==> config.mk <==
export PLATFORM = sky130hd
export DESIGN_NAME = fetch_stage
export DESIGN_NICKNAME = d
export VERILOG_FILES = /design/src/rtl/mips_fetch_pkg.sv /design/src/rtl/fetch_next_pc.sv /design/src/rtl/fetch_stage.sv
export SDC_FILE = /design/constraint.sdc
export NUM_CORES = 1
export LEC_CHECK = 0
export ABC_AREA = 1
export CORE_MARGIN = 4
export CORE_UTILIZATION = 52
export CTS_CLUSTER_DIAMETER = 150
export DETAILED_ROUTE_END_ITERATION = 12
export GPL_ROUTABILITY_DRIVEN = 0
export PLACE_DENSITY_LB_ADDON = 0.15
export SYNTH_ARGS = -nofsm -noshare
export SYNTH_HDL_FRONTEND = slang
export SYNTH_HIERARCHICAL = 1
export SYNTH_SLANG_ARGS = --single-unit
export TNS_END_PERCENT = 30
==> constraint.sdc <==
create_clock -name clk -period 3.37 [get_ports clk]
set_input_delay 0.674 -clock clk [delete_from_list [all_inputs] [get_ports clk]]
set_output_delay 0.674 -clock clk [all_outputs]
set_load 0.02 [all_outputs]
==> src/rtl/mips_fetch_pkg.sv <==
// Shared types and constants for the MIPS32 instruction-fetch stage.
// The optional FETCH_ALIGN_CHECK_EN macro is consumed by fetch_stage and
// fetch_next_pc; this package is the same in both builds.
package mips_fetch_pkg;

    // Fetch sequencer states.
    typedef enum logic [1:0] {
        ST_REQ   = 2'd0,  // request outstanding to instruction memory
        ST_HOLD  = 2'd1,  // IF_OUT holds a complete fetch, waiting for ID
        ST_DRAIN = 2'd2   // swallowing the ack of a cancelled request
    } fetch_state_t;

    // Boot vector (kseg1 ROM).
    localparam logic [31:0] RESET_PC_DEFAULT = 32'hBFC0_0000;

    // Field layout of IF_OUT = {IR, PC}.
    localparam int IR_HI = 63;
    localparam int IR_LO = 32;
    localparam int PC_HI = 31;
    localparam int PC_LO = 0;

    // Clear the byte-offset bits so a PC always names a whole word.
    function automatic logic [31:0] force_word_align(input logic [31:0] addr);
        return {addr[31:2], 2'b00};
    endfunction

endpackage

==> src/rtl/fetch_next_pc.sv <==
// Combinational next-PC select for the fetch stage.
// Priority: cancel target, then a branch arriving this cycle, then a
// remembered (pending) branch, else the sequential pc+4 (wraps mod 2^32).
// Without FETCH_ALIGN_CHECK_EN the low two bits are forced to zero, so a
// misaligned target silently becomes the enclosing word.
module fetch_next_pc
    import mips_fetch_pkg::*;
(
    input  logic        cancel,
    input  logic [31:0] cancel_target,
    input  logic        jbr,
    input  logic [31:0] jbr_target,
    input  logic        pend,
    input  logic [31:0] pend_target,
    input  logic [31:0] pc,
    output logic [31:0] next_pc
);

    logic [31:0] raw_pc;

    // Pick the redirect source by priority, sequential by default.
    always_comb begin
        raw_pc = pc + 32'd4;
        if (cancel) begin
            raw_pc = cancel_target;
        end else if (jbr) begin
            raw_pc = jbr_target;
        end else if (pend) begin
            raw_pc = pend_target;
        end
    end

`ifdef FETCH_ALIGN_CHECK_EN
    // Misaligned targets are kept so the stage can flag them.
    assign next_pc = raw_pc;
`else
    // Misaligned targets are rounded down to a word boundary.
    assign next_pc = force_word_align(raw_pc);
`endif

endmodule

==> src/rtl/fetch_stage.sv <==
// Instruction-fetch stage: owns the PC, issues word reads, and presents
// {IR, PC} to the IF/ID register. Branches redirect after the delay slot,
// cancel redirects immediately and abandons any in-flight read.
// Optional macro FETCH_ALIGN_CHECK_EN: when defined, a misaligned PC is
// not fetched but handed to ID with PC_EXC_IF=1; when undefined, PCs are
// forced word-aligned and PC_EXC_IF is tied low.
//
// IF -> ID handshake: IF_over is "valid", ID_allow_in is "ready". A transfer
// happens on a clock edge where both are high. IF_over never depends on
// ID_allow_in, and while IF_over=1 and ID_allow_in=0, IF_OUT, IF_over and
// PC_EXC_IF stay unchanged. Only cancel (or reset) may withdraw IF_over.
module fetch_stage
    import mips_fetch_pkg::*;
#(
    parameter logic [31:0] RESET_PC = RESET_PC_DEFAULT
) (
    input  logic         clk,
    input  logic         reset,
    input  logic         cancel,
    input  logic [31:0]  cancel_target,
    input  logic         jbr,
    input  logic [31:0]  jbr_target,
    input  logic         ID_allow_in,
    output logic         inst_req,
    output logic [31:0]  inst_addr,
    input  logic         inst_ack,
    input  logic [31:0]  inst_rdata,
    output logic         IF_over,
    output logic [63:0]  IF_OUT,
    output logic         PC_EXC_IF,
    output fetch_state_t dbg_state
);

`ifdef FETCH_ALIGN_CHECK_EN
    localparam logic [31:0] BOOT_PC = RESET_PC;
`else
    localparam logic [31:0] BOOT_PC = force_word_align(RESET_PC);
`endif

    fetch_state_t state_q;
    fetch_state_t state_d;

    logic [31:0] pc_q;
    logic        pend_q;
    logic [31:0] pend_target_q;
    logic        if_over_q;
    logic [63:0] if_out_q;
    logic        pc_exc_q;

    logic [31:0] next_pc;
    logic        misaligned;
    logic        req_live;
    logic        handoff;
    logic        capture_data;
    logic        capture_exc;

`ifdef FETCH_ALIGN_CHECK_EN
    assign misaligned = (pc_q[1:0] != 2'b00);
`else
    assign misaligned = 1'b0;
`endif

    assign handoff      = if_over_q & ID_allow_in;
    assign capture_data = (state_q == ST_REQ) & ~misaligned & inst_ack;
    assign capture_exc  = (state_q == ST_REQ) & misaligned;

    fetch_next_pc u_next_pc (
        .cancel        (cancel),
        .cancel_target (cancel_target),
        .jbr           (jbr),
        .jbr_target    (jbr_target),
        .pend          (pend_q),
        .pend_target   (pend_target_q),
        .pc            (pc_q),
        .next_pc       (next_pc)
    );

    // Sequencer state register.
    always_ff @(posedge clk) begin
        if (reset) begin
            state_q <= ST_REQ;
        end else begin
            state_q <= state_d;
        end
    end

    // Next-state and memory request; cancel overrides the normal flow.
    always_comb begin
        state_d  = state_q;
        req_live = 1'b0;
        inst_req = 1'b0;
        if (state_q == ST_REQ && !misaligned) begin
            req_live = 1'b1;
            // Held low during reset so the first request follows reset release.
            inst_req = ~reset;
        end
        if (cancel) begin
            if (state_q == ST_DRAIN) begin
                // Still owed an ack from the earlier abandoned read.
                state_d = inst_ack ? ST_REQ : ST_DRAIN;
            end else if (req_live && !inst_ack) begin
                // A read is in flight; its ack must be swallowed.
                state_d = ST_DRAIN;
            end else begin
                state_d = ST_REQ;
            end
        end else begin
            unique case (state_q)
                ST_REQ: begin
                    if (misaligned || inst_ack) begin
                        state_d = ST_HOLD;
                    end
                end
                ST_HOLD: begin
                    if (handoff) begin
                        state_d = ST_REQ;
                    end
                end
                ST_DRAIN: begin
                    if (inst_ack) begin
                        state_d = ST_REQ;
                    end
                end
                default: state_d = ST_REQ;
            endcase
        end
    end

    // PC and branch-pending bookkeeping.
    always_ff @(posedge clk) begin
        if (reset) begin
            pc_q          <= BOOT_PC;
            pend_q        <= 1'b0;
            pend_target_q <= 32'b0;
        end else if (cancel) begin
            // Any branch seen alongside or before the cancel is discarded.
            pc_q   <= next_pc;
            pend_q <= 1'b0;
        end else if (handoff) begin
            // Delay slot (or plain instruction) leaves; move to its successor.
            pc_q   <= next_pc;
            pend_q <= 1'b0;
        end else if (jbr) begin
            // Delay slot not delivered yet: remember the target until it is.
            pend_q        <= 1'b1;
            pend_target_q <= jbr_target;
        end
    end

    // Output register toward IF/ID: capture on completion, drop on handoff/cancel.
    always_ff @(posedge clk) begin
        if (reset) begin
            if_over_q <= 1'b0;
            if_out_q  <= 64'b0;
            pc_exc_q  <= 1'b0;
        end else if (cancel || handoff) begin
            if_over_q <= 1'b0;
            pc_exc_q  <= 1'b0;
        end else if (capture_data) begin
            if_over_q              <= 1'b1;
            if_out_q[IR_HI:IR_LO] <= inst_rdata;
            if_out_q[PC_HI:PC_LO] <= pc_q;
            pc_exc_q               <= 1'b0;
        end else if (capture_exc) begin
            if_over_q              <= 1'b1;
            if_out_q[IR_HI:IR_LO] <= 32'b0;
            if_out_q[PC_HI:PC_LO] <= pc_q;
            pc_exc_q               <= 1'b1;
        end
    end

    assign inst_addr = pc_q;
    assign IF_over   = if_over_q;
    assign IF_OUT    = if_out_q;
    assign PC_EXC_IF = pc_exc_q;
    assign dbg_state = state_q;

endmodule

==> impl_metrics.toml <==
[floorplan]
num_io_pins = 203
rows = 42
start_util_pct = 53.0
dieArea_mm2 = 0.0154
die_w_um = 124
core_area_mm2 = 0.0132
dieHeight_um = 124

[timing]
relSlewSlack_pct = 45.9
fin_setup_tns_ns = 0
hold_violations = 0
clock_skew_ns = 0.00673
hold_ws_ns = 0.477
clock.fmax_mhz = 378
layout_min_cycle_time_ns = 2.65
fin_ws_ns = 0.724
fin_crit_sh_pct = 78.5
rsz0062_at_grt = "false"
setup-violations-final = 0
slew_violations = 0
worst_pin_slew_ns = 0.811

[critical_path]
worstSetupPathType = "in2out"
crit_path_max_fanout = 3
rrSetupSlack_ns = 1.27
startpoint_type = "input pin"
r2r_cells = 12
cpLargestDelayFamily = "buffers and inverters"
cp.buffers_inverters = 2
crit_required_ns = 2.70
reg2reg_to = "inst_addr[16]"
cp_common_cell = "clkdlybuf4s50_1"
cp.arrival_ns = 1.97
r2r_start = "inst_addr[2]"
cp_slowest_cell = "clkdlybuf4s50_1"
critPathMaxStageDelay_ns = 0.63
cp_cell_sequence = "clkdlybuf4s50_1 > nor3_1 > clkdlybuf4s50_1"
crit_path_end_kind = "output pin"

[global_routing]
grt_use_total_pct = 26.1
grt_first_pass_wirelength_mm = 31.6
antenna_found_initial = 0
grt-ovfl-total = 0
grt_max_degree = 69
grt_pass1_vias = 6585

[outcome]
status = "complete, no violations"

[place]
dp_hpwl_mm = 14.0
io_buffer_count = 197
place_area_mm2 = 0.00897
dp.cells = 1489
dp_slack_ns = 0.712

[final_layout]
area_growth_pct = 36.9
final_cells = 1518
nets = 1435
final_area_mm2 = 0.00957
diodes = 0
postLayoutCoreUtil_pct = 72.5
fill_cells = 1139
layout-drive-gt1-share_pct = 5.22

[clock_tree]
post_cts_buffers = 0
cts_root_buf = "clkbuf_16"
cts.sinks = 130
cts_made_buffers = 17
cts_hold_buf = 0
clk_path_buf_depth = 2
clk_pin_slew_ns = 0.05
ctsHtreeMaxLevel = 4
clk_latency_ns = 0.42
post_cts_resized = 0
cts_tree = "yes"

[worst_hold_path]
hold_depth = 2
hold_end = "IF_OUT[9]"
hp-class = "reg2reg"
hp-start = "IF_OUT[9]"

[route]
wl_mm = 20.4
wl_per_cell_um = 13.5
avgViaCountPerCell = 4.91
via_count = 7453
drcViolationCount = 0
drt-initial-drc-count = 702
postRouteAntennaNets = 0
drtPass1Iterations = 5

[synth]
synth_warnings = 6
synth_area_mm2 = 0.00699
synth_area_per_cell_um2 = 6.02
syn_inst = 1162

[pwr]
leakagePower_nw = 4.49
vdd_drop_max_mv = 0.290
power_density_mw_per_mm2 = 478
power_mw = 4.58

[run]
cap_violations = 0
[worst min-delay path, stage by stage (launching register included)]
cell and delay (ns):
dfxtp_1 0.32, nor2_1 0.05, nor2_1 0.08
[sequential cells by signal, indices dropped and copies added, names as in the netlist]
register and flops:
IF_OUT 64, inst_addr 32, pend_target_q 30, dbg_state 2
IF_over 1, pend_q 1
[power by group]
part           switching, mW  internal [mW]
combinational          0.510          0.419
clock                  0.636           1.25
sequential             0.109           1.66
total                   1.26           3.32
[worst max-delay path by stage]
stage,to,from,slack (ns),depth (start not counted)
after floorplan,inst_req,reset,1.57,1
after global placement,inst_req,reset,0.71,3
after detailed placement,inst_req,reset,0.71,3
after CTS,inst_req,reset,0.71,3
after global routing,inst_req,reset,0.66,3
final,inst_req,reset,0.72,3
[cells in the final DEF (no fill, tap or decap), drive strengths merged, types with 3 or more instances in the layout]
master,instances
a21oi,54
buf,13
bufinv,3
clkbuf,24
clkdlybuf4s50,197
clkinv,4
conb,3
dfxtp,130
inv,117
nand2,331
nand3,39
nor2,361
o21ai,36
o21bai,10
xnor2,3
xor2,7
[area by class of cell]
cell class / count / area [um2] / share of cell area [%]
Inverter: 119 / 448 / 4.68
Timing Repair Buffer: 210 / 2080 / 21.8
Tap cell: 176 / 220 / 2.30
Clock buffer: 24 / 502 / 5.24
Clock inverter: 5 / 100 / 1.05
Multi-Input combinational cell: 854 / 3610 / 37.8
Sequential cell: 130 / 2600 / 27.2
[per-layer routing]
| layer | global-route usage (%) | wire length (um) | part of all wire [%] | vias to the layer above |
|---|---|---|---|---|
| li1 | - | - | - | 3827 |
| met1 | 34.5 | 8920 | 44 | 3270 |
| met2 | 42.2 | 9280 | 45 | 326 |
| met3 | 5.50 | 1850 | 9.1 | 30 |
| met4 | 9.58 | 377 | 1.8 | 0 |
| met5 | 0 | 0 | 0 | - |
(Power assumes the default switching activity.)
